[src/rtl/core_pkg.sv]
// Shared types and widths for the core's byte-input path.
package core_pkg;
  typedef enum logic [1:0] {IDLE, WAIT, ISSUE, HOLD} in_state_t;
  localparam int REG_ADDR_W = 5;
  localparam int BYTE_W     = 8;
endpackage

[src/rtl/core_in_unit_if.sv]
// Handshake bundle between the UART receiver, decode, the register file and the IN feeder.
interface core_in_unit_if
  import core_pkg::*;
#(
  parameter int DEPTH = 16,
  parameter int AW    = $clog2(DEPTH)
);
  logic                  RX_VALID;
  logic [BYTE_W-1:0]     RX_DATA;
  logic                  RX_READY;
  logic                  IN_REQ;
  logic [REG_ADDR_W-1:0] IN_RD;
  logic                  STALL;
  logic                  IN_DONE;
  logic                  INE;
  logic [BYTE_W-1:0]     INDATA;
  logic [REG_ADDR_W-1:0] IN_WADDR;
  logic [AW:0]           FIFO_COUNT;
  logic                  OVERFLOW;

  modport master (
    output RX_VALID, RX_DATA, IN_REQ, IN_RD,
    input  RX_READY, STALL, IN_DONE, INE, INDATA, IN_WADDR, FIFO_COUNT, OVERFLOW
  );

  modport slave (
    input  RX_VALID, RX_DATA, IN_REQ, IN_RD,
    output RX_READY, STALL, IN_DONE, INE, INDATA, IN_WADDR, FIFO_COUNT, OVERFLOW
  );
endinterface

[src/rtl/core_in_fifo.sv]
// Synchronous byte FIFO; a push while full is dropped and flagged, even if a pop happens the same cycle.
module core_in_fifo
  import core_pkg::*;
#(
  parameter int DEPTH = 16,
  parameter int AW    = $clog2(DEPTH)
) (
  input  logic              CLK,
  input  logic              RST_N,
  input  logic              push_i,
  input  logic [BYTE_W-1:0] wdata_i,
  input  logic              pop_i,
  output logic [BYTE_W-1:0] rdata_o,
  output logic              full_o,
  output logic              empty_o,
  output logic [AW:0]       count_o,
  output logic              drop_o
);
  localparam int CW = AW + 1;

  logic [BYTE_W-1:0] mem_q [DEPTH];
  logic [AW-1:0]     wr_ptr_q, wr_ptr_d;
  logic [AW-1:0]     rd_ptr_q, rd_ptr_d;
  logic [CW-1:0]     count_q, count_d;
  logic              push_ok, pop_ok;

  assign full_o  = (count_q == CW'(DEPTH));
  assign empty_o = (count_q == '0);
  assign count_o = count_q;
  assign rdata_o = mem_q[rd_ptr_q];
  assign push_ok = push_i && !full_o;
  assign pop_ok  = pop_i && !empty_o;
  assign drop_o  = push_i && full_o;

  always_comb begin
    wr_ptr_d = wr_ptr_q;
    rd_ptr_d = rd_ptr_q;
    count_d  = count_q;
    if (push_ok) wr_ptr_d = wr_ptr_q + AW'(1);
    if (pop_ok)  rd_ptr_d = rd_ptr_q + AW'(1);
    case ({push_ok, pop_ok})
      2'b10:   count_d = count_q + CW'(1);
      2'b01:   count_d = count_q - CW'(1);
      default: count_d = count_q;
    endcase
  end

  always_ff @(posedge CLK) begin
    if (!RST_N) begin
      wr_ptr_q <= '0;
      rd_ptr_q <= '0;
      count_q  <= '0;
    end else begin
      wr_ptr_q <= wr_ptr_d;
      rd_ptr_q <= rd_ptr_d;
      count_q  <= count_d;
    end
  end

  // Storage is never reset; occupancy alone decides what is valid.
  always_ff @(posedge CLK) begin
    if (push_ok) mem_q[wr_ptr_q] <= wdata_i;
  end
endmodule

[src/rtl/core_in_unit.sv]
// Serves IN instructions from buffered UART bytes: stall until a byte exists, pulse INE, hold data for the delayed write.
module core_in_unit
  import core_pkg::*;
#(
  parameter int DEPTH = 16,
  parameter int AW    = $clog2(DEPTH)
) (
  input  logic          CLK,
  input  logic          RST_N,
  core_in_unit_if.slave bus
);
  in_state_t             state_q, state_d;
  logic [REG_ADDR_W-1:0] rd_q, rd_d;
  logic [REG_ADDR_W-1:0] waddr_q, waddr_d;
  logic [BYTE_W-1:0]     indata_q, indata_d;
  logic                  ine_q, ine_d;
  logic                  done_q, done_d;
  logic                  ovf_q;
  logic                  pop;
  logic [BYTE_W-1:0]     head;
  logic                  full, empty, drop;
  logic [AW:0]           count;

  core_in_fifo #(.DEPTH(DEPTH), .AW(AW)) u_fifo (
    .CLK     (CLK),
    .RST_N   (RST_N),
    .push_i  (bus.RX_VALID),
    .wdata_i (bus.RX_DATA),
    .pop_i   (pop),
    .rdata_o (head),
    .full_o  (full),
    .empty_o (empty),
    .count_o (count),
    .drop_o  (drop)
  );

  // The head is popped on the edge that enters ISSUE; IDLE uses IN_RD directly since rd_q is loaded on that same edge.
  always_comb begin
    state_d  = state_q;
    rd_d     = rd_q;
    waddr_d  = waddr_q;
    indata_d = indata_q;
    ine_d    = 1'b0;
    done_d   = 1'b0;
    pop      = 1'b0;
    case (state_q)
      IDLE: begin
        if (bus.IN_REQ) begin
          rd_d = bus.IN_RD;
          if (!empty) begin
            pop      = 1'b1;
            ine_d    = 1'b1;
            indata_d = head;
            waddr_d  = bus.IN_RD;
            state_d  = ISSUE;
          end else begin
            state_d = WAIT;
          end
        end
      end
      WAIT: begin
        if (!empty) begin
          pop      = 1'b1;
          ine_d    = 1'b1;
          indata_d = head;
          waddr_d  = rd_q;
          state_d  = ISSUE;
        end
      end
      ISSUE: begin
        done_d  = 1'b1;
        state_d = HOLD;
      end
      HOLD:    state_d = IDLE;
      default: state_d = IDLE;
    endcase
  end

  always_ff @(posedge CLK) begin
    if (!RST_N) begin
      state_q  <= IDLE;
      rd_q     <= '0;
      waddr_q  <= '0;
      indata_q <= '0;
      ine_q    <= 1'b0;
      done_q   <= 1'b0;
      ovf_q    <= 1'b0;
    end else begin
      state_q  <= state_d;
      rd_q     <= rd_d;
      waddr_q  <= waddr_d;
      indata_q <= indata_d;
      ine_q    <= ine_d;
      done_q   <= done_d;
      ovf_q    <= ovf_q | drop;
    end
  end

  assign bus.RX_READY   = !full;
  assign bus.STALL      = bus.IN_REQ && !done_q;
  assign bus.IN_DONE    = done_q;
  assign bus.INE        = ine_q;
  assign bus.INDATA     = indata_q;
  assign bus.IN_WADDR   = waddr_q;
  assign bus.FIFO_COUNT = count;
  assign bus.OVERFLOW   = ovf_q;
endmodule
[src/flat_wrapper.sv]
// flat-port wrapper written by rule: the top's interface ports become plain ports
module core_in_unit_flat import core_pkg::*;
#(
  parameter int DEPTH = 16,
  parameter int AW    = $clog2(DEPTH)
)
  (CLK, RST_N, bus_RX_VALID, bus_RX_DATA, bus_IN_REQ, bus_IN_RD, bus_RX_READY, bus_STALL, bus_IN_DONE, bus_INE, bus_INDATA, bus_IN_WADDR, bus_FIFO_COUNT, bus_OVERFLOW);
  core_in_unit_if #(.DEPTH(DEPTH), .AW(AW)) bus_i ();
  input  logic CLK;
  input  logic RST_N;
  input wire logic [$bits(bus_i.RX_VALID)-1:0] bus_RX_VALID;
  input wire logic [$bits(bus_i.RX_DATA)-1:0] bus_RX_DATA;
  input wire logic [$bits(bus_i.IN_REQ)-1:0] bus_IN_REQ;
  input wire logic [$bits(bus_i.IN_RD)-1:0] bus_IN_RD;
  output wire logic [$bits(bus_i.RX_READY)-1:0] bus_RX_READY;
  output wire logic [$bits(bus_i.STALL)-1:0] bus_STALL;
  output wire logic [$bits(bus_i.IN_DONE)-1:0] bus_IN_DONE;
  output wire logic [$bits(bus_i.INE)-1:0] bus_INE;
  output wire logic [$bits(bus_i.INDATA)-1:0] bus_INDATA;
  output wire logic [$bits(bus_i.IN_WADDR)-1:0] bus_IN_WADDR;
  output wire logic [$bits(bus_i.FIFO_COUNT)-1:0] bus_FIFO_COUNT;
  output wire logic [$bits(bus_i.OVERFLOW)-1:0] bus_OVERFLOW;
  assign bus_i.RX_VALID = bus_RX_VALID;
  assign bus_i.RX_DATA = bus_RX_DATA;
  assign bus_i.IN_REQ = bus_IN_REQ;
  assign bus_i.IN_RD = bus_IN_RD;
  assign bus_RX_READY = bus_i.RX_READY;
  assign bus_STALL = bus_i.STALL;
  assign bus_IN_DONE = bus_i.IN_DONE;
  assign bus_INE = bus_i.INE;
  assign bus_INDATA = bus_i.INDATA;
  assign bus_IN_WADDR = bus_i.IN_WADDR;
  assign bus_FIFO_COUNT = bus_i.FIFO_COUNT;
  assign bus_OVERFLOW = bus_i.OVERFLOW;
  core_in_unit #(.DEPTH(DEPTH), .AW(AW)) u_core (.CLK(CLK), .RST_N(RST_N), .bus(bus_i));
endmodule
[config.mk]
export PLATFORM = sky130hd
export DESIGN_NAME = core_in_unit_flat
export DESIGN_NICKNAME = d
export VERILOG_FILES = /design/src/rtl/core_pkg.sv /design/src/rtl/core_in_unit_if.sv /design/src/rtl/core_in_fifo.sv /design/src/rtl/core_in_unit.sv /design/src/flat_wrapper.sv
export SDC_FILE = /design/constraint.sdc
export NUM_CORES = 1
export LEC_CHECK = 0
export ABC_CLOCK_PERIOD_IN_PS = 3100
export BUFFER_PORTS_ARGS = -buffer_cell sky130_fd_sc_hd__buf_4
export CORE_ASPECT_RATIO = 1.2
export CORE_MARGIN = 5
export CORE_UTILIZATION = 53
export DETAILED_ROUTE_END_ITERATION = 8
export PLACE_DENSITY = 0.71
export SLEW_MARGIN = 20
export SYNTH_ARGS = -nofsm -noshare
export SYNTH_HDL_FRONTEND = slang
export SYNTH_SLANG_ARGS = --single-unit
[constraint.sdc]
create_clock -name CLK -period 3.1 [get_ports CLK]
set_input_delay 0.62 -clock CLK [delete_from_list [all_inputs] [get_ports CLK]]
set_output_delay 0.62 -clock CLK [all_outputs]
set_load 0.02 [all_outputs]
# [After elaboration in Yosys (flattened, before gate mapping)]
# Memories as Yosys holds them, arrays and structs flattened. A register that Yosys moved wholly into a read port is not among the register bits.
# Index checks and enable logic that the tools add are counted.
[op_classes] addsub=4 eq_ne=9 muxes=20 n_bitwise=1 reduce_logical=15
[ops] op="$pmux W5 S2" n=2
[ops] op="$mux W8" n=2
[ops] op="$pmux W8 S2" n=1
[ops] op="$mux W5" n=3
[ops] op="$add A4 B1 Y4 const B" n=2
[ops] op="$mux W4" n=2
[ops] op="$pmux W2 S4" n=1
[ops] op="$eq A2 B2 Y1 const B" n=3
[ops] op="$mux W2" n=3
[ops] op="$ne A2 B2 Y1 const B" n=3
[ops] op="$reduce_and A2 Y1" n=3
[ops] op="$add A5 B1 Y5 const B" n=1
[ops] op="$eq A5 B5 Y1 const B" n=1
[ops] op="$logic_not A5 Y1" n=1
[ops] op="$mux W1" n=5
[ops] op="$sub A5 B1 Y5 const B" n=1
[ops] op="$eq A2 B1 Y1 const B" n=2
[ops] op="$logic_and A1 B1 Y1" n=4
[ops] op="$reduce_and A4 Y1" n=1
[ops] op="$reduce_bool A2 Y1" n=2
[ops] op="$logic_not A1 Y1" n=3
[ops] op="$logic_not A2 Y1" n=1
[ops] op="$pmux W1 S2" n=1
[ops] op="$or A1 B1 Y1" n=1
[word_totals] register_bits=36 mem_bits_rw=128 input_bits=17 out_inout_bits=23 word_cells=60 memories=1
[mem_list] memory="u_core.u_fifo.mem_q" depth=16 width=8 rd=1 rd_clocked_by_memory_dff=1 wr=1 line_no="core_in_fifo.sv:21" rtl="logic [BYTE_W-1:0] mem_q [DEPTH];"

# [Logic depth before layout (Yosys ltp)]
# Gate-level depths: netlist of the first run.
[depth] word_depth=7 mapped_depth=14 ltp_nobuf=12

# [By module]
# Synthesis of the first run repeated with hierarchy kept, for this count alone.
[hier_totals] hier_cells=443 area_unflattened_um2=6984.2
[by_module_without_submodules] module="core_in_fifo" n_inst=1 cells_per_inst=331 area_per_inst_um2=5908.2 seq_area_each_um2=4184.0
[by_module_without_submodules] module="core_in_unit" n_inst=1 cells_per_inst=112 area_per_inst_um2=1076.0 seq_area_each_um2=460.4

# [Worst setup path before layout of the first run]
# OpenSTA, ideal clock, no wires.
[synth_timing] path_kind="register to register" from="register u_core.u_fifo.count_q[1], in the netlist u_core.u_fifo.count_o[1]" to="register u_core.u_fifo.count_q[4], in the netlist u_core.u_fifo.count_o[4]" setup_time_ns=0.065 arrival_ns=2.777 required_time_ns=3.035 slack_ns=0.258 stages_incl_launch_ff=14 n_path_buf=2 period_less_slack_ns=2.842 cell_sequence="dfxtp_1 > buf_6 > nor4_4 > a21boi_2 > inv_1 > ha_1 > clkbuf_8 > xor2_1 > ha_1 > a211oi_1 > a2111oi_0 > nor3_1 > o41ai_1 > nand4b_1"
[synth_via] elab_chain_len=7 elab_cells_between_ends=15 classes_between="2 x add/sub; 3 x eq/ne; 4 x mux; 6 x reduce/logical"
[synth_lines] element="start: declaration" line_no="core_in_fifo.sv:24" rtl="logic [CW-1:0] count_q, count_d;"
[synth_lines] element="start signal: assignment" line_no="core_in_fifo.sv:56" rtl="count_q <= count_d;"
[synth_lines] element="$logic_not A5 Y1" line_no="core_in_fifo.sv:28" rtl="assign empty_o = (count_q == '0);"
[synth_lines] element="$mux W1" line_no="core_in_unit.sv:50, core_in_unit.sv:62"
[synth_lines] element="$mux W1" line_no="core_in_unit.sv:48" rtl="if (bus.IN_REQ) begin"
[synth_lines] element="$pmux W1 S2" line_no="core_in_unit.sv:46" rtl="case (state_q)"
[synth_lines] element="$logic_and A1 B1 Y1" line_no="core_in_fifo.sv:32" rtl="assign pop_ok = pop_i && !empty_o;"
[synth_lines] element="$eq A2 B1 Y1 or $eq A2 B2 Y1 (tied branches)" line_no="core_in_fifo.sv:41" rtl="case ({push_ok, pop_ok})"
[synth_lines] element="$pmux W5 S2 or $reduce_bool A2 Y1 (tied branches)"
# Parallel ways exist; a longest one is shown, timed or not.
# A chain may end at the register's enable or synchronous reset.

# [Final worst setup path of the first run]
[layout_timing] from="register u_core.u_fifo.count_q[3], in the netlist u_core.u_fifo.count_o[3]" to="register u_core.u_fifo.count_q[4], in the netlist u_core.u_fifo.count_o[4]"
[layout_via] elab_chain_len=7 elab_cells_between_ends=15 classes_between="2 x add/sub; 3 x eq/ne; 4 x mux; 6 x reduce/logical"
[layout_lines] element="$logic_not A5 Y1 (*)" line_no="core_in_fifo.sv:28"
[layout_lines] element="$mux W1" line_no="core_in_unit.sv:50, core_in_unit.sv:62"
[layout_lines] element="$mux W1" line_no="core_in_unit.sv:48"
[layout_lines] element="$pmux W1 S2" line_no="core_in_unit.sv:46"
[layout_lines] element="$logic_and A1 B1 Y1 (*)" line_no="core_in_fifo.sv:32"
[layout_lines] element="via u_core.u_fifo.pop_ok" line_no="core_in_fifo.sv:25" rtl="logic push_ok, pop_ok;"
[layout_lines] element="$eq A2 B1 Y1 or $eq A2 B2 Y1 (tied branches)" line_no="core_in_fifo.sv:41"
[layout_lines] element="$pmux W5 S2 or $reduce_bool A2 Y1 (tied branches)"
# The timed path passes the listed nets; every way through them passes the cells marked *.

==> results.md, run 1 <==
| Quantity | Value |
|---|---|
| Maximum number of pins on one net before global-route repair | 49 |
| Worst reg2reg startpoint | u_core.u_fifo.count_o[3]$_SDFFE_PN0P_ |
| Type of destination of the critical path | flip-flop |
| Detailed placement HPWL | 8860 µm |
| Cell count after synthesis | 435 |
| DR WL met2 | 7160 µm |
| Leading post-synthesis cells by instance count | edfxtp_1 (128), dfxtp_1 (40), nand2_1 (39) |
| Critical-path maximum fanout | 11 |
| Routed length per placed instance | 19.5 µm |
| Count of cells along the worst hold path | 3 |
| Final Slew Violations | 0 |
| Setup repair after global routing missed its margin | no |
| Routability Congestion | 0.800 |
| Largest buffer count on any clock path | 2 |
| Min cycle time layout | 2.82 ns |
| Syn nets | 462 |
| Area of all placed cells without fillers | 8120 µm² |
| Setup crit start kind | flip-flop |
| Post-place setup slack | 0.288 ns |
| Via density | 5.71 |
| Max rail drop VDD | 468 µV |
| Worst min-delay path class | in2reg |
| Clock buffer count from CTS | 17 |
| Cell chosen for the clock root | clkbuf_16 |
| Fraction of synthesized cell area taken by the top area cell type | 54.7% |
| Required @ worst endpoint | 3.47 ns |
| Xor and xnor area share after synthesis | 1.12% |
| Clock slew at reported path FFs | 0.07 ns |
| Initial Util | 53.6% |
| Netlist area before placement | 7030 µm² |
| Leading register cell type out of synthesis | edfxtp_1 |
| Max-capacitance violation count | 0 |
| Async set-reset flop share out of synthesis | 0% |
| Dominant combinational cell family by area after synthesis | multiplexers |
| Skew final | 0.00882 ns |
| Crit Path Class | reg2reg |
| Fraction of the mapped netlist area in compound gates | 7.85% |
| Sum of routed wire segments on met1 | 5250 µm |
| Maximum clock frequency | 0.355 GHz |
| Static leakage | 2.84 nW |
| Antenna violations before repair | 0 |
| Drc violations | 0 |
| Total wire length | 13100 µm |
| Simple logic cell fraction of the synthesized area | 8.34% |
| Height of the chip | 136 µm |
| Net count, final | 517 |
| IO Port Bufs | 39 |
| Largest area contributor in the synthesized netlist | edfxtp_1 |
| Via count of the first global-routing pass | 3975 |
| Met3 Routed Length | 555 µm |
| Die outline area | 15700 µm² |
| Total of hold buffers inserted after clock tree synthesis | 0 |
| R2r worst-path depth | 10 |
| Worst hold endpoint | u_core.rd_q[1]$_SDFFE_PN0P_ |
| Reg-to-reg slack, setup | 0.28 ns |
| Max-slew headroom at the worst pin | 42.6% |
| Max H-tree Level | 4 |
| Clock tree from TritonCTS | yes |
| Final-report hold violation count | 0 |
| Via count of the routed design | 3834 |
| Slew at the pin with the worst max-slew slack | 0.859 ns |
| ANT nets after route | 0 |
| Total of flip-flops plus latches after synthesis | 168 |
| Antenna cells | 0 |
| Status | finished, final reports clean |
| Setup violators final | 0 |
| Fillers | 972 |
| Remaining Overflow, GRT | 0 |
| Fraction of layout instances using a drive strength above 1 | 29.0% |
| Count of flip-flops with a built-in enable after synthesis | 128 |
| Cell types with the largest area share after synthesis | edfxtp_1 (55%), dfxtp_1 (11%), mux4_2 (10%) |
| Power per standard cell area | 847 nW/µm² |
| Mean Syn Cell Area | 16.2 µm² |
| Post-route clock period utilization | 90.9% |
| Share of synthesized area spent on multiplexers | 11.2% |
| Unique masters post-synth | 59 |
| Warning count from the yosys run | 0 |
| Total negative setup slack | 0 ns |
| Wire length of the first global-routing pass | 21300 µm |
| TritonCTS sink count | 168 |
| Detailed-router iteration count before antenna repair | 5 |
| Startpoint of the tightest hold check path | bus_IN_RD[1] |
| Dominant cell by count in the synthesized netlist | edfxtp_1 |
| Post-Synth Adder-Cell Area | 1.78% |
| Final worst-path setup slack | 0.281 ns |
| Initial DRC count | 323 |
| Arrival @ worst endpoint | 3.19 ns |
| Dpl cell area | 7490 µm² |
| Area delta synth->final | 15.4% |
| Terminus of the critical flop-to-flop path | u_core.u_fifo.count_o[4]$_SDFFE_PN0P_ |
| I/O pin cnt | 40 |
| Total GRT Usage | 18.2% |
| Row count | 46 |
| Top routing layer in use | met4 |
| Die width | 115 µm |
| Post-synthesis sequential area ratio | 66.0% |
| Clock network latency to the later pin of the worst-skew pair | 0.43 ns |
| Core ar. | 13100 µm² |
[power breakdown]
part           total, mW  internal, mW  switching [mW]
combinational       1.95         0.925            1.02
clock               2.11          1.16           0.954
sequential          2.82          2.64           0.180
total               6.88          4.72            2.16
[critical path, stage by stage, from the launching register on]
cell,delay [ns]
dfxtp_1,0.44
nor4_4,0.43
a21oi_1,0.16
ha_1,0.23
xor2_1,0.14
ha_1,0.28
a211oi_1,0.09
a2111oi_1,0.42
nor3_1,0.12
o41ai_1,0.30
nand4b_1,0.14
[per-layer routing]
metal | vias to the layer above | global-route usage (%)
met5 | - | 0
met4 | 0 | 5.41
met3 | 13 | 5.16
met2 | 83 | 31.2
met1 | 1936 | 22.4
li1 | 1802 | -
[how the worst max path moves through the flow]
stage	to	startpoint
2_1_floorplan	u_core.u_fifo.count_o[4]$_SDFFE_PN0P_	u_core.u_fifo.count_o[1]$_SDFFE_PN0P_
3_3_place_gp	u_core.u_fifo.count_o[4]$_SDFFE_PN0P_	bus_RX_VALID
3_5_place_dp	u_core.u_fifo.count_o[4]$_SDFFE_PN0P_	u_core.u_fifo.count_o[1]$_SDFFE_PN0P_
4_1_cts	u_core.u_fifo.count_o[4]$_SDFFE_PN0P_	u_core.u_fifo.count_o[1]$_SDFFE_PN0P_
5_1_grt	u_core.u_fifo.count_o[4]$_SDFFE_PN0P_	u_core.u_fifo.count_o[3]$_SDFFE_PN0P_
6_report	u_core.u_fifo.count_o[4]$_SDFFE_PN0P_	u_core.u_fifo.count_o[3]$_SDFFE_PN0P_
[layout make-up]
cell class / instances / area, µm² / share of cell area [%]
clock buffer: 17 / 425 / 5.24
clock inverter: 15 / 179 / 2.20
inverter: 10 / 37.5 / 0.462
multi-input combinational: 230 / 2130 / 26.3
sequential: 168 / 4650 / 57.2
tap: 168 / 210 / 2.59
timing repair buffer: 63 / 485 / 5.98
[cell usage in the layout (no fill, tap or decap), types with 2 or more instances in the layout]
master	synthesis	layout
a221oi_1	2	2
buf_4	1	62
clkbuf_16	0	17
o211a_1	5	5
and2_1	15	15
mux4_2	32	32
nor3_1	7	7
nor2_1	18	18
a31oi_1	2	2
a21oi_1	3	3
nand2b_1	5	5
mux2i_1	7	7
ha_1	10	10
inv_8	0	6
o21ai_0	2	2
dfxtp_1	40	39
inv_1	10	10
xnor2_1	6	6
a221oi_2	6	6
inv_6	0	2
nand4b_1	3	3
nand2_1	39	39
clkinvlp_4	0	3
nor2b_1	7	7
xor2_1	3	3
nand4_1	3	3
a22o_1	8	8
o22ai_1	8	8
a211oi_1	3	3
a21oi_2	2	2
edfxtp_1	128	128
nand3_1	4	4
a21boi_0	5	5
clkinv_8	0	2
a21boi_1	3	3
[sequential cells by signal (all words and copies together), names as in the netlist, named ones only]
signal	cells
u_core.u_fifo.count_o	5
u_core.u_fifo.mem_q	128
u_core.bus.INDATA	8
u_core.bus.IN_DONE	1
u_core.state_q	2
u_core.bus.IN_WADDR	5
u_core.rd_q	5
u_core.bus.INE	1
u_core.u_fifo.rd_ptr_q	4
u_core.u_fifo.wr_ptr_q	4
u_core.bus.OVERFLOW	1
[per-stage QoR]
step                      util, %  power (mW)  hold WS (ns)  instances
after global routing         61.9        7.24         0.457        671
final                        61.9        6.88         0.462        671
after CTS                    61.7        6.89         0.448        668
after global placement       57.1        4.71         0.450        636
after detailed placement     57.1        4.77         0.459        636
after floorplan                 -        4.26         0.443        435
[cells by family after synthesis]
family	Yosys count
muxes	39
and+or+nand+nor	111
DFF	168
AOI/OAI and AO/OA	61
buffers and inverters	37
xor gates and xnor gates	9
adders and majority gates	10
[timing repair]
action,4_1_cts,5_1_grt
gates resized for setup,0,1
endpoints found under the setup margin,0,1
setup buffers,0,3
(Power assumes the default switching activity.)
==> run 2: changes to the inputs <==
- ABC_AREA: default -> 1
==> run 2 against run 1 <==
Fmax up 20%. Sequential power about the same. Clock skew down 0.0014 ns. Count of clock-buffer cells in the layout up 2. Core utilization up 0.55 points. Sequential cell count unchanged. Cell count up 24%. Worst setup slack better by 0.46 ns. First-iteration DRC count up 34%. Critical endpoint unchanged.
==> results.md, run 2 <==
| Quantity | Value | vs previous |
|---|---|---|
| Status | finished, final reports clean |  |
| Min cycle time layout | 2.35 ns | -0.464 ns |
| Total negative setup slack | 0 ns | unchanged |
| Library cell appearing most often on the critical path | nand2_1 |  |
| Fraction of synthesized cell area taken by the top area cell type | 55.8% | +1.2 points |
| Leading register cell type out of synthesis | edfxtp_1 |  |
| Max reg flops | 128 | unchanged |
| Cell types with the largest area share after synthesis | edfxtp_1 (56%), dfxtp_1 (12%), nor2_1 (7.7%) |  |
| Setup repair after global routing missed its margin | no |  |
| Area delta synth->final | 15.3% | about the same |
| Setup crit start kind | flip-flop |  |
| Initial DRC count | 434 | +34% |
| Most frequent standard cell in the layout excluding fill and tap cells | nor2_1 |  |
| ANT nets after route | 0 | unchanged |
| Remaining Overflow, GRT | 0 | unchanged |
| Post-synthesis sequential area ratio | 67.4% | +1.4 points |
| Final core occ | 62.4% | +0.55 points |
| Core ar. | 12700 µm² | -3.0% |
| TritonCTS sink count | 168 | unchanged |
| Skew final | 0.00740 ns | -0.00142 ns |
| Clock slew at reported path FFs | 0.06 ns | about the same |
| Clock tree from TritonCTS | yes |  |
| Total GRT Usage | 21.0% | +2.8 points |
| Crit Path Class | reg2reg |  |
| Via count of the routed design | 4749 | +24% |
| Height of the chip | 135 µm | -0.97% |
| Final worst-path setup slack | 0.746 ns | +0.464 ns |
| Largest area contributor in the synthesized netlist | edfxtp_1 |  |
| Terminus of the critical flop-to-flop path | u_core.u_fifo.count_o[4]$_SDFFE_PN0P_ |  |
| Worst hold slack | 0.456 ns | -0.00604 ns |
| Static leakage | 2.89 nW | +2.0% |
| Clock network latency to the later pin of the worst-skew pair | 0.42 ns | about the same |
| Post-CTS Setup Repair Bufs | 0 | unchanged |
| Unique masters post-synth | 34 | -42% |
| Via count of the first global-routing pass | 4710 | +18% |
| Reg-to-reg slack, setup | 0.75 ns | +0.46 ns |
| Slew at the pin with the worst max-slew slack | 0.928 ns | +0.0690 ns |
| Netlist area before placement | 6890 µm² | -2.1% |
| Share of power burned in combinational logic | 27.6% | -0.8 points |
| Total of flip-flops plus latches after synthesis | 168 | unchanged |
| Setup violators final | 0 | unchanged |
| Total of hold buffers inserted after clock tree synthesis | 0 | unchanged |
| Via density | 5.71 | about the same |
| Maximum number of pins on one net before global-route repair | 65 | +33% |
| Clock Power Share | 32.1% | +1.4 points |
| Final Slew Violations | 0 | unchanged |
| I/O pin cnt | 40 | unchanged |
| Die width | 114 µm | -0.96% |
| Mean Syn Cell Area | 11.1 µm² | -31% |
| Power per standard cell area | 885 nW/µm² | +4.5% |
| Most frequent cells in the layout | nor2_1 (142), edfxtp_1 (128), o21ai_0 (87) |  |
| Fraction of layout instances using a drive strength above 1 | 14.1% | -15 points |
| Cell count after synthesis | 618 | +42% |
| IO Port Bufs | 39 | unchanged |
| Net switching share of the total power | 32.7% | +1.3 points |
| Post-route clock period utilization | 75.9% | -15 points |
| Final-report hold violation count | 0 | unchanged |
| Internal power | 4.73 mW | +0.19% |
| Dominant cell by count in the synthesized netlist | nor2_1 |  |
| Max-capacitance violation count | 0 | unchanged |
| Max rail drop VDD | 567 µV | +21% |
| Worst setup path end | u_core.u_fifo.count_o[4]$_SDFFE_PN0P_ |  |
| Gates resized, CTS repair | 0 | unchanged |
| Maximum clock frequency | 0.425 GHz | +20% |
| Routed length per placed instance | 18.6 µm | -5.0% |
| Fillers | 1020 | +4.9% |
| Detailed-router iteration count before antenna repair | 5 | unchanged |
| Required @ worst endpoint | 3.45 ns | -0.02 ns |
| Post-place setup slack | 0.683 ns | +0.396 ns |
| Cells along the critical path | inv_1 -> ha_1 -> nand2_1 -> nand2_2 -> nand2_4 -> inv_4 -> ha_1 -> xor2_1 -> ha_1 -> inv_1 -> nand2_2 -> nand2_2 -> nand2_1 -> nand2_1 -> nand2_1 -> nand2_1 -> a21oi_2 |  |
| Critical-path maximum fanout | 7 | -4 |
| Total wire length | 15400 µm | +18% |
| Biggest cell delay along the critical path | 0.35 ns | -0.09 ns |
| Type of destination of the critical path | flip-flop |  |
| Number of instances in the placed design | 799 | +26% |
| Max-slew headroom at the worst pin | 37.9% | -4.7 points |
| Wire length of the first global-routing pass | 24500 µm | +15% |
| Clock buffer count from CTS | 17 | unchanged |
| Initial Util | 54.1% | +0.53 points |
| Number of cells in the finished layout apart from fillers | 831 | +24% |
| Syn nets | 645 | +40% |
| Row count | 45 | -2.2% |
| Power share of the sequential group | 40.3% | -0.6 points |
| P_sw | 2.30 mW | +6.6% |
| Warning count from the yosys run | 0 | unchanged |
| Slowest cell on the critical path | dfxtp_1 |  |
| Worst setup path start | u_core.state_q[0]$_SDFFE_PN0P_ |  |
| Cell chosen for the clock root | clkbuf_16 |  |
| Worst reg2reg startpoint | u_core.state_q[0]$_SDFFE_PN0P_ |  |
| Net count, final | 681 | +32% |
| Largest buffer count on any clock path | 2 | unchanged |
| Detailed placement HPWL | 9400 µm | +6.0% |
| Antenna violations before repair | 0 | unchanged |
| R2r worst-path depth | 17 | +7 |
| Count of flip-flops with a built-in enable after synthesis | 128 | unchanged |
| Async set-reset flop share out of synthesis | 0% | unchanged |
| Drc violations | 0 | unchanged |
| Worst min-delay path class | reg2reg |  |
| Antenna cells | 0 | unchanged |
| Die outline area | 15400 µm² | -1.9% |
| Max H-tree Level | 4 | unchanged |
| Routability Congestion | 0.832 | +3.9% |
| Leading post-synthesis cells by instance count | nor2_1 (142), edfxtp_1 (128), o21ai_0 (87) |  |
| Biggest register | u_core.u_fifo.mem_q |  |
| Arrival @ worst endpoint | 2.70 ns | -0.49 ns |
==> run 2: cell count changes after synthesis, moves of 13 or more <==
cell,previous run,this run
o211ai_1,1,40
inv_1,10,33
nor2_1,18,142
nand3_1,4,17
and2_1,15,0
o21ai_0,2,87
mux4_2,32,0
==> run 2: area by class of cell <==
cell class	instances	area, µm²	share of cell area (%)
flip-flops and latches	168	4650	58.5
clock inverters	13	203	2.55
multi-input cells	381	1940	24.4
inverters	39	151	1.91
repair buffers	47	365	4.60
well taps	164	205	2.58
clock buffers	19	433	5.45
==> run 2: cell families after synthesis <==
logic type / synth area share [%]
simple gates: 12.5
buf+inv: 4.43
fa+ha+maj: 1.82
compound gates: 13.2
flops: 67.4
xor+xnor: 0.636
==> run 2: worst min path at each step <==
stage,startpoint,end,slack [ns],cells after the start
2_1_floorplan,u_core.rd_q[2]$_SDFFE_PN0P_,u_core.bus.IN_WADDR[2]$_SDFFE_PN0P_,0.45,2
3_3_place_gp,u_core.bus.OVERFLOW$_SDFF_PN0_,u_core.bus.OVERFLOW$_SDFF_PN0_,0.44,2
3_5_place_dp,u_core.bus.OVERFLOW$_SDFF_PN0_,u_core.bus.OVERFLOW$_SDFF_PN0_,0.45,2
4_1_cts,u_core.bus.OVERFLOW$_SDFF_PN0_,u_core.bus.OVERFLOW$_SDFF_PN0_,0.46,2
5_1_grt,bus_IN_RD[4],u_core.rd_q[4]$_SDFFE_PN0P_,0.48,3
6_report,u_core.bus.OVERFLOW$_SDFF_PN0_,u_core.bus.OVERFLOW$_SDFF_PN0_,0.46,2
==> run 2: routing by layer <==
layer | part of all wire, % | GRT usage [%]
met2 | 51 | 35.1
met4 | 3.6 | 9.24
met1 | 40 | 26.1
met3 | 6.0 | 4.89
met5 | 0 | 0
==> run 2: worst max-delay path: cells and delay by family, from the launching register on <==
kind	cells	cell delay, ns
AND/OR/NAND/NOR	9	0.75
adder cells (fa/ha/maj)	3	0.68
flip-flops	1	0.35
XOR/XNOR	1	0.22
buffers and inverters	3	0.19
AO/OA/AOI/OAI	1	0.10
==> run 2: metrics by stage <==
step                      cell area (µm²)  power (mW)
after global placement               7310        4.72
final                                7940        7.03
after detailed placement             7310        4.79
after floorplan                      6890        4.23
after CTS                            7940        7.06
after global routing                 7940        7.41
==> run 2: power groups by stage <==
stage | Sequential, mW | Combinational (mW) | Clock [mW]
floorplan | 2.94 | 1.30 | 0
global placement | 2.86 | 1.86 | 0
detailed placement | 2.87 | 1.92 | 0
CTS | 2.83 | 1.95 | 2.28
global route | 2.86 | 2.17 | 2.38
finish | 2.83 | 1.94 | 2.26
==> run 3: changes to the inputs <==
- ABC_AREA: 1 -> 0
- ABC_CLOCK_PERIOD_IN_PS: 3100 -> 2000
- PLACE_DENSITY: 0.71 -> 0.74
- clock period: 3.1 -> 2 ns (I/O delays scaled with it)
==> run 3 against run 2 <==
The flow now finishes with violations (negative setup slack). Count of clock-buffer cells in the layout fell by 1. Combinational power rose by 95%. Via count fell by 16%. Cell count fell by 18%. Sequential share of layout area fell by 4.2 points. Non-clock buffer count rose by 30. Worst setup slack got worse by 1.1 ns. First-iteration DRC count fell by 32%. Die area rose by 2.0%. Clock skew rose by 0.0034 ns. Register-to-register slack got worse by 1.1 ns.
==> results.md, run 3 (same netlist as run 1, synthesis figures left out) <==
| Quantity | Value | vs previous |
|---|---|---|
| Status | finished with violations |  |
| Violated checks | negative setup slack |  |
| R2r worst-path depth | 9 | -8 |
| Fraction of layout instances using a drive strength above 1 | 38.9% | +25 points |
| Skew final | 0.0108 ns | +0.00340 ns |
| Total wire length | 14200 µm | -7.7% |
| Most frequent standard cell in the layout excluding fill and tap cells | edfxtp_1 |  |
| Cell chosen for the clock root | clkbuf_16 |  |
| Antenna violations before repair | 0 | unchanged |
| Maximum clock frequency | 0.424 GHz | -0.27% |
| Detailed placement HPWL | 9200 µm | -2.1% |
| Max H-tree Level | 4 | unchanged |
| Terminus of the critical flop-to-flop path | u_core.u_fifo.count_o[4]$_SDFFE_PN0P_ |  |
| Busiest layer in global routing | met2 |  |
| Core ar. | 13100 µm² | +3.1% |
| Max-slew headroom at the worst pin | 35.8% | -2.1 points |
| Max-capacitance violation count | 0 | unchanged |
| Final core occ | 65.3% | +2.9 points |
| Worst setup path start | u_core.u_fifo.count_o[2]$_SDFFE_PN0P_ |  |
| Max rail drop VDD | 861 µV | +52% |
| Worst hold slack | 0.249 ns | -0.207 ns |
| Power per standard cell area | 1310 nW/µm² | +48% |
| Initial DRC count | 297 | -32% |
| Crit Path Class | reg2reg |  |
| Total GRT Usage | 19.5% | -1.6 points |
| Dpl cell area | 7610 µm² | +4.1% |
| Clock tree from TritonCTS | yes |  |
| Final worst-path setup slack | -0.361 ns | -1.11 ns |
| I/O pin cnt | 40 | unchanged |
| Type of destination of the critical path | flip-flop |  |
| Height of the chip | 136 µm | +0.98% |
| Global Route met1 Usage | 24.1% | -2.0 points |
| Met3 track utilization from global routing | 4.76% | -0.12 points |
| Via count of the first global-routing pass | 4167 | -12% |
| Clock slew at reported path FFs | 0.07 ns | about the same |
| IO Port Bufs | 39 | unchanged |
| Area of all placed cells without fillers | 8570 µm² | +7.9% |
| Slew at the pin with the worst max-slew slack | 0.961 ns | +0.0332 ns |
| Detailed-router iteration count before antenna repair | 6 | +1 |
| Setup crit start kind | flip-flop |  |
| Wire length of the first global-routing pass | 22900 µm | -6.8% |
| Post-route clock period utilization | 118% | +42 points |
| Maximum number of pins on one net before global-route repair | 49 | -25% |
| Antenna cells | 0 | unchanged |
| TritonCTS sink count | 168 | unchanged |
| ANT nets after route | 0 | unchanged |
| Static leakage | 2.95 nW | +2.1% |
| Row count | 46 | +2.2% |
| Biggest register | u_core.u_fifo.mem_q |  |
| Final-report hold violation count | 0 | unchanged |
| Clock buffer count from CTS | 17 | unchanged |
| Worst setup path end | u_core.u_fifo.count_o[4]$_SDFFE_PN0P_ |  |
| Required @ worst endpoint | 2.36 ns | -1.09 ns |
| Via count of the routed design | 3990 | -16% |
| Worst reg2reg startpoint | u_core.u_fifo.count_o[2]$_SDFFE_PN0P_ |  |
| Max reg flops | 128 | unchanged |
| Die outline area | 15700 µm² | +2.0% |
| Routability Congestion | 0.788 | -5.3% |
| Clock network latency to the later pin of the worst-skew pair | 0.42 ns | about the same |
| Die width | 115 µm | +0.96% |
| Area delta synth->final | 21.8% |  |
| Routed length per placed instance | 20.8 µm | +12% |
| Via density | 5.82 | +1.9% |
| Drc violations | 0 | unchanged |
| M2 GR Usage | 34.0% | -1.1 points |
| Min cycle time layout | 2.36 ns | +0.00627 ns |
| Initial Util | 53.6% | -0.53 points |
| Worst min-delay path class | in2reg |  |
| Largest buffer count on any clock path | 2 | unchanged |
| Final Slew Violations | 0 | unchanged |
| Net count, final | 531 | -22% |
| Post-place setup slack | -0.523 ns | -1.21 ns |
| Remaining Overflow, GRT | 0 | unchanged |
| Setup repair after global routing missed its margin | yes |  |
| Most frequent cells in the layout | edfxtp_1 (128), buf_4 (66), nand2_1 (34), dfxtp_1 (34), mux4_2 (32) |  |
| Critical-path maximum fanout | 4 | -3 |
| Reg-to-reg slack, setup | -0.36 ns | -1.11 ns |
| Setup violators final | 3 | +3 |
| Arrival @ worst endpoint | 2.72 ns | +0.02 ns |
[run 3: cell type report]
type                    count  area (µm²)
flip-flops and latches    168        4650
inverters                  10        37.5
well taps                 168         210
clock buffers              18         429
repair buffers             77         681
clock inverters            14         141
multi-input cells         230        2410
fillers                   875        4560
[run 3: per-layer routing]
metal	share of wire, %	routed length, µm
met4	1.0	148
met3	4.7	672
met2	54	7670
met5	0	0
met1	40	5750
[run 3: worst min-delay path by stage]
| stage | start | end | cells after the start |
|---|---|---|---|
| 3_3_place_gp | u_core.rd_q[4]$_SDFFE_PN0P_ | u_core.rd_q[4]$_SDFFE_PN0P_ | 2 |
| 4_1_cts | bus_IN_RD[1] | u_core.rd_q[1]$_SDFFE_PN0P_ | 3 |
| 2_1_floorplan | u_core.rd_q[0]$_SDFFE_PN0P_ | u_core.rd_q[0]$_SDFFE_PN0P_ | 2 |
| 6_report | bus_IN_RD[3] | u_core.rd_q[3]$_SDFFE_PN0P_ | 3 |
| 3_5_place_dp | u_core.rd_q[1]$_SDFFE_PN0P_ | u_core.rd_q[1]$_SDFFE_PN0P_ | 2 |
| 5_1_grt | bus_IN_RD[2] | u_core.rd_q[2]$_SDFFE_PN0P_ | 3 |
[run 3: timing repair]
action,CTS,global route
resized for setup,30,30
setup endpoints to repair,40,116
hold buffers,0,0
gates cloned,0,0
setup buffers,6,7
pin swaps,8,8
[run 3: metrics by stage]
step,std cells,TNS (ns),power (mW)
floorplan,435,-1.72,6.65
global placement,642,-6.70,7.59
detailed placement,642,-9.04,7.67
CTS,680,-0.783,11.1
global route,685,-1.58,11.8
finish,685,-0.755,11.2
[run 3: critical path: stages, from the launching register on]
cell	delay, ns
dfxtp_2	0.34
nor4_4	0.36
a21oi_2	0.13
ha_4	0.19
xor2_1	0.16
ha_2	0.21
a2111oi_2	0.24
a311oi_1	0.11
or4b_1	0.47
nand4b_1	0.10
[run 3: report_power, final]
part | internal [mW] | total (mW) | switching [mW]
Sequential | 4.10 | 4.29 | 0.198
Clock | 1.75 | 3.15 | 1.40
Combinational | 1.85 | 3.79 | 1.93
